--- config.mk ---
export PLATFORM = sky130hd
export DESIGN_NAME = lock_controller_flat
export DESIGN_NICKNAME = d
export VERILOG_FILES = /design/src/rtl/lock_controller_pkg.sv /design/src/rtl/lock_controller_if.sv /design/src/rtl/lock_key_event.sv /design/src/rtl/lock_controller.sv /design/src/flat_wrapper.sv
export SDC_FILE = /design/constraint.sdc
export NUM_CORES = 1
export LEC_CHECK = 0
export CORE_ASPECT_RATIO = 0.6
export CORE_MARGIN = 2
export CORE_UTILIZATION = 35
export DETAILED_ROUTE_END_ITERATION = 6
export GPL_TIMING_DRIVEN = 0
export PLACE_DENSITY = 0.49
export SYNTH_ARGS = -nofsm -noshare
export SYNTH_HDL_FRONTEND = slang
export SYNTH_SLANG_ARGS = --single-unit
--- constraint.sdc ---
create_clock -name clk -period 2.2 [get_ports clk]
set_input_delay 0.44 -clock clk [delete_from_list [all_inputs] [get_ports clk]]
set_output_delay 0.44 -clock clk [all_outputs]
set_load 0.05 [all_outputs]
--- src/rtl/lock_controller_pkg.sv ---
// lock_controller_pkg: shared state encodings, digit constants and key-index helper
package lock_controller_pkg;
  localparam int DIGIT_W = 2;
  localparam logic [DIGIT_W-1:0] BAD_DIGIT = 2'b11;
  typedef enum logic [2:0] {
    S_IDLE    = 3'd0,
    S_ENTRY   = 3'd1,
    S_CHECK   = 3'd2,
    S_OPEN    = 3'd3,
    S_PROGRAM = 3'd4,
    S_LOCKOUT = 3'd5
  } state_e;
  function automatic logic [DIGIT_W-1:0] onehot_idx(input logic [3:0] oh);
    return oh[3] ? 2'd3 : oh[2] ? 2'd2 : oh[1] ? 2'd1 : 2'd0;
  endfunction
endpackage

--- src/rtl/lock_controller_if.sv ---
// lock_controller_if: button inputs and status outputs of the combination lock
interface lock_controller_if;
  logic [3:0] keys;
  logic       set_btn;
  logic       sample_tick;
  logic       unlocked;
  logic       alarm;
  logic [2:0] state;
  logic [2:0] digit_count;
  logic [1:0] fail_count;
  modport master (output keys, set_btn,
                  input  sample_tick, unlocked, alarm, state, digit_count, fail_count);
  modport slave  (input  keys, set_btn,
                  output sample_tick, unlocked, alarm, state, digit_count, fail_count);
endinterface

--- src/rtl/lock_key_event.sv ---
// lock_key_event: registered rising-edge detection of digit keys and the set button
module lock_key_event import lock_controller_pkg::*; (
  input  logic               clk,
  input  logic               reset,
  input  logic [3:0]         keys_i,
  input  logic               set_btn_i,
  output logic               press_o,
  output logic [DIGIT_W-1:0] digit_o,
  output logic               bad_o,
  output logic               set_press_o
);
  logic [3:0] keys_q, rise;
  logic set_q, valid, press_q, bad_q, set_press_q;
  logic [DIGIT_W-1:0] digit_q;
  assign rise  = keys_i & ~keys_q;
  // a lone new key is a digit only if no other key is still being held
  assign valid = $onehot(rise) && (keys_i & keys_q) == 4'b0;
  always_ff @(posedge clk or negedge reset)
    if (!reset) begin
      keys_q      <= '1;
      set_q       <= 1'b1;
      press_q     <= 1'b0;
      digit_q     <= '0;
      bad_q       <= 1'b0;
      set_press_q <= 1'b0;
    end else begin
      keys_q      <= keys_i;
      set_q       <= set_btn_i;
      press_q     <= |rise;
      digit_q     <= valid ? onehot_idx(rise) : BAD_DIGIT;
      bad_q       <= |rise && !valid;
      set_press_q <= set_btn_i & ~set_q;
    end
  assign press_o     = press_q;
  assign digit_o     = digit_q;
  assign bad_o       = bad_q;
  assign set_press_o = set_press_q;
endmodule

--- src/rtl/lock_controller.sv ---
// lock_controller: combination-lock sequencer with code entry, lockout and reprogramming
module lock_controller import lock_controller_pkg::*; #(
  parameter int                        TICK_DIV       = 100000,
  parameter int                        CODE_LEN       = 4,
  parameter logic [2*CODE_LEN-1:0]     DEFAULT_CODE   = 8'b00_01_10_11,
  parameter int                        UNLOCK_CYCLES  = 50000000,
  parameter int                        ENTRY_TIMEOUT  = 100000000,
  parameter int                        MAX_FAILS      = 3,
  parameter int                        LOCKOUT_CYCLES = 300000000
) (
  input logic              clk,
  input logic              reset,
  lock_controller_if.slave bus
);
  localparam int EW = DIGIT_W * CODE_LEN;
  localparam int DW = TICK_DIV > 1 ? $clog2(TICK_DIV) : 1;
  state_e state_q;
  logic [31:0] timer_q;
  logic [DW-1:0] div_q;
  logic [EW-1:0] entry_q, code_q, shifted;
  logic [2:0] cnt_q;
  logic [1:0] fail_q, fail_nxt;
  logic bad_q, last, press, bad, set_press, tick;
  logic [DIGIT_W-1:0] digit;
  lock_key_event u_key (
    .clk        (clk),
    .reset      (reset),
    .keys_i     (bus.keys),
    .set_btn_i  (bus.set_btn),
    .press_o    (press),
    .digit_o    (digit),
    .bad_o      (bad),
    .set_press_o(set_press)
  );
  assign shifted  = EW'({entry_q, digit});
  assign last     = {1'b0, cnt_q} + 4'd1 == 4'(CODE_LEN);
  assign fail_nxt = fail_q == 2'(MAX_FAILS) ? fail_q : fail_q + 2'd1;
  assign tick     = div_q == DW'(TICK_DIV - 1);
  always_ff @(posedge clk or negedge reset)
    if (!reset) div_q <= '0;
    else div_q <= tick ? '0 : div_q + DW'(1);
  // timer free-runs; every entry into a timed state clears it
  always_ff @(posedge clk or negedge reset)
    if (!reset) begin
      state_q <= S_IDLE;
      timer_q <= '0;
      entry_q <= '0;
      code_q  <= DEFAULT_CODE;
      cnt_q   <= '0;
      fail_q  <= '0;
      bad_q   <= 1'b0;
    end else begin
      timer_q <= timer_q + 32'd1;
      case (state_q)
        S_IDLE:
          if (press) begin
            entry_q <= EW'(digit);
            bad_q   <= bad;
            cnt_q   <= 3'd1;
            timer_q <= '0;
            state_q <= S_ENTRY;
          end
        S_ENTRY, S_PROGRAM:
          if (state_q == S_PROGRAM && (set_press || (press && bad))) begin
            state_q <= S_IDLE;
            cnt_q   <= '0;
            bad_q   <= 1'b0;
          end else if (press) begin
            entry_q <= shifted;
            bad_q   <= bad_q | bad;
            cnt_q   <= cnt_q + 3'd1;
            timer_q <= '0;
            if (last && state_q == S_PROGRAM) begin
              code_q  <= shifted;
              cnt_q   <= '0;
              state_q <= S_IDLE;
            end else if (last) state_q <= S_CHECK;
          end else if (timer_q == 32'(ENTRY_TIMEOUT - 1)) begin
            state_q <= S_IDLE;
            cnt_q   <= '0;
            bad_q   <= 1'b0;
          end
        S_CHECK: begin
          cnt_q   <= '0;
          bad_q   <= 1'b0;
          timer_q <= '0;
          if (entry_q == code_q && !bad_q) begin
            fail_q  <= '0;
            state_q <= S_OPEN;
          end else begin
            fail_q  <= fail_nxt;
            state_q <= fail_nxt == 2'(MAX_FAILS) ? S_LOCKOUT : S_IDLE;
          end
        end
        S_OPEN:
          if (set_press) begin
            timer_q <= '0;
            state_q <= S_PROGRAM;
          end else if (timer_q == 32'(UNLOCK_CYCLES - 1)) state_q <= S_IDLE;
        S_LOCKOUT:
          if (timer_q == 32'(LOCKOUT_CYCLES - 1)) begin
            fail_q  <= '0;
            state_q <= S_IDLE;
          end
        default: state_q <= S_IDLE;
      endcase
    end
  assign bus.sample_tick = tick;
  assign bus.unlocked    = state_q == S_OPEN;
  assign bus.alarm       = state_q == S_LOCKOUT;
  assign bus.state       = state_q;
  assign bus.digit_count = cnt_q;
  assign bus.fail_count  = fail_q;
endmodule

--- src/flat_wrapper.sv ---
// flat-port wrapper written by rule: the top's interface ports become plain ports
module lock_controller_flat import lock_controller_pkg::*;
#(
  parameter int                        TICK_DIV       = 100000,
  parameter int                        CODE_LEN       = 4,
  parameter logic [2*CODE_LEN-1:0]     DEFAULT_CODE   = 8'b00_01_10_11,
  parameter int                        UNLOCK_CYCLES  = 50000000,
  parameter int                        ENTRY_TIMEOUT  = 100000000,
  parameter int                        MAX_FAILS      = 3,
  parameter int                        LOCKOUT_CYCLES = 300000000
)
  (clk, reset, bus_keys, bus_set_btn, bus_sample_tick, bus_unlocked, bus_alarm, bus_state, bus_digit_count, bus_fail_count);
  lock_controller_if bus_i ();
  input logic clk;
  input logic reset;
  input wire logic [$bits(bus_i.keys)-1:0] bus_keys;
  input wire logic [$bits(bus_i.set_btn)-1:0] bus_set_btn;
  output wire logic [$bits(bus_i.sample_tick)-1:0] bus_sample_tick;
  output wire logic [$bits(bus_i.unlocked)-1:0] bus_unlocked;
  output wire logic [$bits(bus_i.alarm)-1:0] bus_alarm;
  output wire logic [$bits(bus_i.state)-1:0] bus_state;
  output wire logic [$bits(bus_i.digit_count)-1:0] bus_digit_count;
  output wire logic [$bits(bus_i.fail_count)-1:0] bus_fail_count;
  assign bus_i.keys = bus_keys;
  assign bus_i.set_btn = bus_set_btn;
  assign bus_sample_tick = bus_i.sample_tick;
  assign bus_unlocked = bus_i.unlocked;
  assign bus_alarm = bus_i.alarm;
  assign bus_state = bus_i.state;
  assign bus_digit_count = bus_i.digit_count;
  assign bus_fail_count = bus_i.fail_count;
  lock_controller #(.TICK_DIV(TICK_DIV), .CODE_LEN(CODE_LEN), .DEFAULT_CODE(DEFAULT_CODE), .UNLOCK_CYCLES(UNLOCK_CYCLES), .ENTRY_TIMEOUT(ENTRY_TIMEOUT), .MAX_FAILS(MAX_FAILS), .LOCKOUT_CYCLES(LOCKOUT_CYCLES)) u_core (.clk(clk), .reset(reset), .bus(bus_i));
endmodule
==> summary.md <==
| Metric | Value |
|---|---|
| Slew @ Worst Pin | 0.549 ns |
| Placed Instances | 597 |
| Worst-path fanout max | 4 |
| Vias per cell | 4.96 |
| Fin crit period | 2.47 ns |
| Asr flop ratio synth | 100% |
| Die area | 12800 sq um |
| Ranking of synthesized cells by area | dfrtp_1 45%, xnor2_1 6.5%, dfstp_2 5.7% |
| Post-synth top area share | 45.0% |
| Share of cells above drive strength 1 | 20.6% |
| Relative slew margins | 63.4% |
| Reg area | 2120 sq um |
| Max clock buf depth | 2 |
| Mapped Nets | 433 |
| YS warnings | 0 |
| Multi-input logic area | 2070 sq um |
| Grt met3 use | 5.03% |
| IO buf count | 17 |
| Crit path kind | reg -> reg |
| Flop and latch count out of synthesis | 84 |
| Most Crowded Layer GR | met1 |
| # clock sinks | 84 |
| RSZ-0062 raised after global routing | true |
| Clock latency on the worst-skew pair | 0.34 ns |
| Initial antenna violation count | 0 |
| CTS tree | yes |
| Synth Instances | 419 |
| Worst setup margin | -0.268 ns |
| Nets | 479 |
| Post-synth EDFFs | 0 |
| Antenna cells | 0 |
| Worst hold path class | in -> async |
| Via count | 3127 |
| Peak VDD IR | 0.572 mV |
| Element type at the critical path end | flip-flop |
| Post-route cell area | 5130 sq um |
| Number of iterations in the first detailed-routing pass | 4 |
| GR Layer Usage met1 | 25.0% |
| Remaining DRCs | 0 |
| CP Data Arrival Time | 2.69 ns |
| Area leader, netlist | dfrtp_1 |
| Synth Flop Type | dfrtp_1 |
| Final setup viols | 7 |
| Failing checks | setup timing |
| Hold_buf cts | 0 |
| First-pass GRT wire length | 15500 um |
| Fillers | 1114 |
| Gr usage total | 16.0% |
| Per-cell routed wire length | 14.9 um |
| Setup_tns | -0.850 ns |
| Io pins | 18 |
| Antenna-violating nets left | 0 |
| GR Util met2 | 20.8% |
| Slew Viols, Final | 0 |
| Count of cell types in the netlist | 44 |
| Starting density of the core | 36.4% |
| Data required, critical path | 2.42 ns |
| Vias in the first global route | 2936 |
| Cell Area, Placed | 4560 sq um |
| Max-Cap Viols | 0 |
| Final period utilization | 112% |
| Leakage power | 2.17 nW |
| Post-Route WL | 9360 um |
| Status | finished, violations left |
| Non-filler cells, final | 630 |
| Clk Tree Root Cell | clkbuf_16 |
| Detailed placement HPWL | 6440 um |
| Synthesized area | 4170 sq um |
| Post-synthesis sequential area ratio | 50.7% |
| Die height | 88.5 um |
| Initial drt markers | 217 |
| Syn-to-layout area delta | 23.2% |
| Highest Clock Rate | 405 MHz |
| Final Hold Viols | 0 |
| Total gr overflow | 0 |
| Clock slew at reported path FFs | 0.06 ns |
| # rows | 30 |
| Clk_skew | 0.00962 ns |
| Inserted Clock Buffers | 9 |
| Crit path launch type | flip-flop |
| Final GP Congestion | 0.820 |
| Chip Width | 145 um |
| Synthesized area per cell | 9.94 sq um |
| Power density over the cells | 1020 nW/um^2 |
| H-Tree Depth | 3 |
| Largest net degree at the start of global routing | 51 |
| Core area | 11400 sq um |
==> stage by stage <==
| step | hold WS (ns) | util (%) | setup WS [ns] | total power, mW |
|---|---|---|---|---|
| finish | 0.0590 | 44.8 | -0.268 | 5.26 |
| global route | 0.0925 | 44.8 | -0.296 | 5.58 |
| CTS | 0.0751 | 43.2 | -0.245 | 5.22 |
| detailed placement | 0.440 | 39.8 | -0.656 | 3.54 |
| global placement | 0.459 | 39.6 | -2.50 | 3.52 |
| floorplan | 0.144 | - | -0.136 | 3.01 |
==> cells in the mapped netlist (2+ instances only) <==
| library cell | instances |
|---|---|
| a21oi_1 | 10 |
| a22o_1 | 5 |
| a22oi_1 | 2 |
| and2_1 | 2 |
| and3_1 | 7 |
| and4_1 | 5 |
| clkbuf_1 | 13 |
| dfrtp_1 | 75 |
| dfstp_2 | 9 |
| ha_1 | 6 |
| inv_1 | 14 |
| mux2_2 | 10 |
| nand2_1 | 37 |
| nand2b_1 | 5 |
| nand3_1 | 23 |
| nand3b_1 | 2 |
| nand4_1 | 12 |
| nand4b_1 | 2 |
| nor2_1 | 55 |
| nor2b_1 | 9 |
| nor3_1 | 11 |
| nor4_1 | 8 |
| nor4b_1 | 2 |
| o21a_1 | 3 |
| o21ai_0 | 19 |
| o22ai_1 | 2 |
| or3_1 | 6 |
| or4_1 | 2 |
| xnor2_1 | 31 |
| xor2_1 | 18 |
==> state kept, by name, summed over array words and instances, names as in the netlist <==
signal / count
u_core.u_key.bad_o: 1
u_core.bad_q: 1
u_core.u_key.digit_o: 2
u_core.bus.fail_count: 2
u_core.u_key.set_q: 1
u_core.entry_q: 8
u_core.u_key.keys_q: 4
u_core.code_q: 8
u_core.div_q: 17
u_core.u_key.press_o: 1
u_core.u_key.set_press_o: 1
u_core.bus.state: 3
u_core.bus.digit_count: 3
u_core.timer_q: 32
==> repair_timing <==
item / in CTS / in global routing
endpoints found under the setup margin: 21 / 57
resized for setup: 39 / 27
pin swaps: 10 / 9
buffers inserted: 6 / 15
gates cloned: 0 / 0
==> final timing paths <==
check | depth (start not counted) | slack [ns] | start | to
max | 6 | -0.27 | u_core.timer_q[17] | u_core.bus.state[0]
min | 1 | 0.06 | reset | u_core.timer_q[21]
max reg2reg | 6 | -0.27 | u_core.timer_q[17] | u_core.bus.state[0]
min reg2reg | 1 | 0.46 | u_core.div_q[0] | u_core.div_q[0]
max in group asynchronous | 2 | 1.48 | reset | u_core.code_q[1]
min in group clk | 1 | 0.40 | bus_keys[3] | u_core.u_key.keys_q[3]
==> logic make-up (layout without fill, tap and decap cells) <==
kind of cell               Yosys count  after routing  synth area share [%]
and+or+nand+nor                    193            193                  23.8
buffers and inverters               27             78                  2.43
adders and majority gates            7              7                  2.28
muxes                               11             11                  2.97
AOI/OAI and AO/OA                   48             48                  7.54
DFF                                 84             84                  50.7
xor gates and xnor gates            49             49                  10.3
==> cell type report <==
| class | count | share of cell area [%] |
|---|---|---|
| well taps | 160 | 3.90 |
| clock inverters | 5 | 1.19 |
| multi-input cells | 308 | 40.3 |
| repair buffers | 38 | 6.73 |
| flip-flops and latches | 84 | 41.3 |
| inverters | 14 | 1.02 |
| clock buffers | 11 | 4.73 |
| plain buffers | 10 | 0.877 |
==> power by group <==
part | internal, mW | switching, mW | total, mW
logic | 0.677 | 1.11 | 1.79
registers | 1.75 | 0.193 | 1.94
clock network | 0.915 | 0.616 | 1.53
total | 3.34 | 1.92 | 5.26
==> per-layer routing <==
| layer | vias to the layer above | part of all wire (%) |
|---|---|---|
| met1 | 1512 | 55 |
| met4 | 0 | 0.78 |
| met3 | 6 | 5.6 |
| met5 | - | 0 |
| met2 | 61 | 39 |
| li1 | 1548 | - |
==> placed cells by master, fill, tap and decap left out, types with 3 or more instances in the layout <==
cell type / netlist / final
and4_1: 5 / 3
and3_1: 7 / 7
o21a_1: 3 / 3
o21ai_1: 0 / 4
nor2b_1: 9 / 8
mux2_2: 10 / 10
dfrtp_1: 75 / 71
nor4_1: 8 / 7
dlygate4sd2_1: 0 / 3
nand4_1: 12 / 12
ha_1: 6 / 5
nand3_1: 23 / 21
nand2_1: 37 / 36
xnor2_1: 31 / 31
buf_4: 0 / 20
dfrtp_2: 0 / 4
a22o_1: 5 / 5
o21ai_0: 19 / 14
nand2b_1: 5 / 3
nor3_1: 11 / 8
xor2_1: 18 / 18
or3_1: 6 / 5
clkbuf_2: 0 / 6
nor2_1: 55 / 53
dfstp_2: 9 / 9
inv_1: 14 / 13
a21oi_1: 10 / 10
clkbuf_1: 13 / 5
clkdlybuf4s50_1: 0 / 10
clkbuf_16: 0 / 9
clkinv_4: 0 / 3
==> worst max-delay path, cell delays in order, from the launching register on <==
cell and delay (ns):
dfrtp_2 0.42, or4b_1 0.50, or4_4 0.47, o31ai_4 0.31, o211ai_2 0.16, a21oi_2 0.18
mux2_4 0.31
Power figures use the tool's default switching activity.
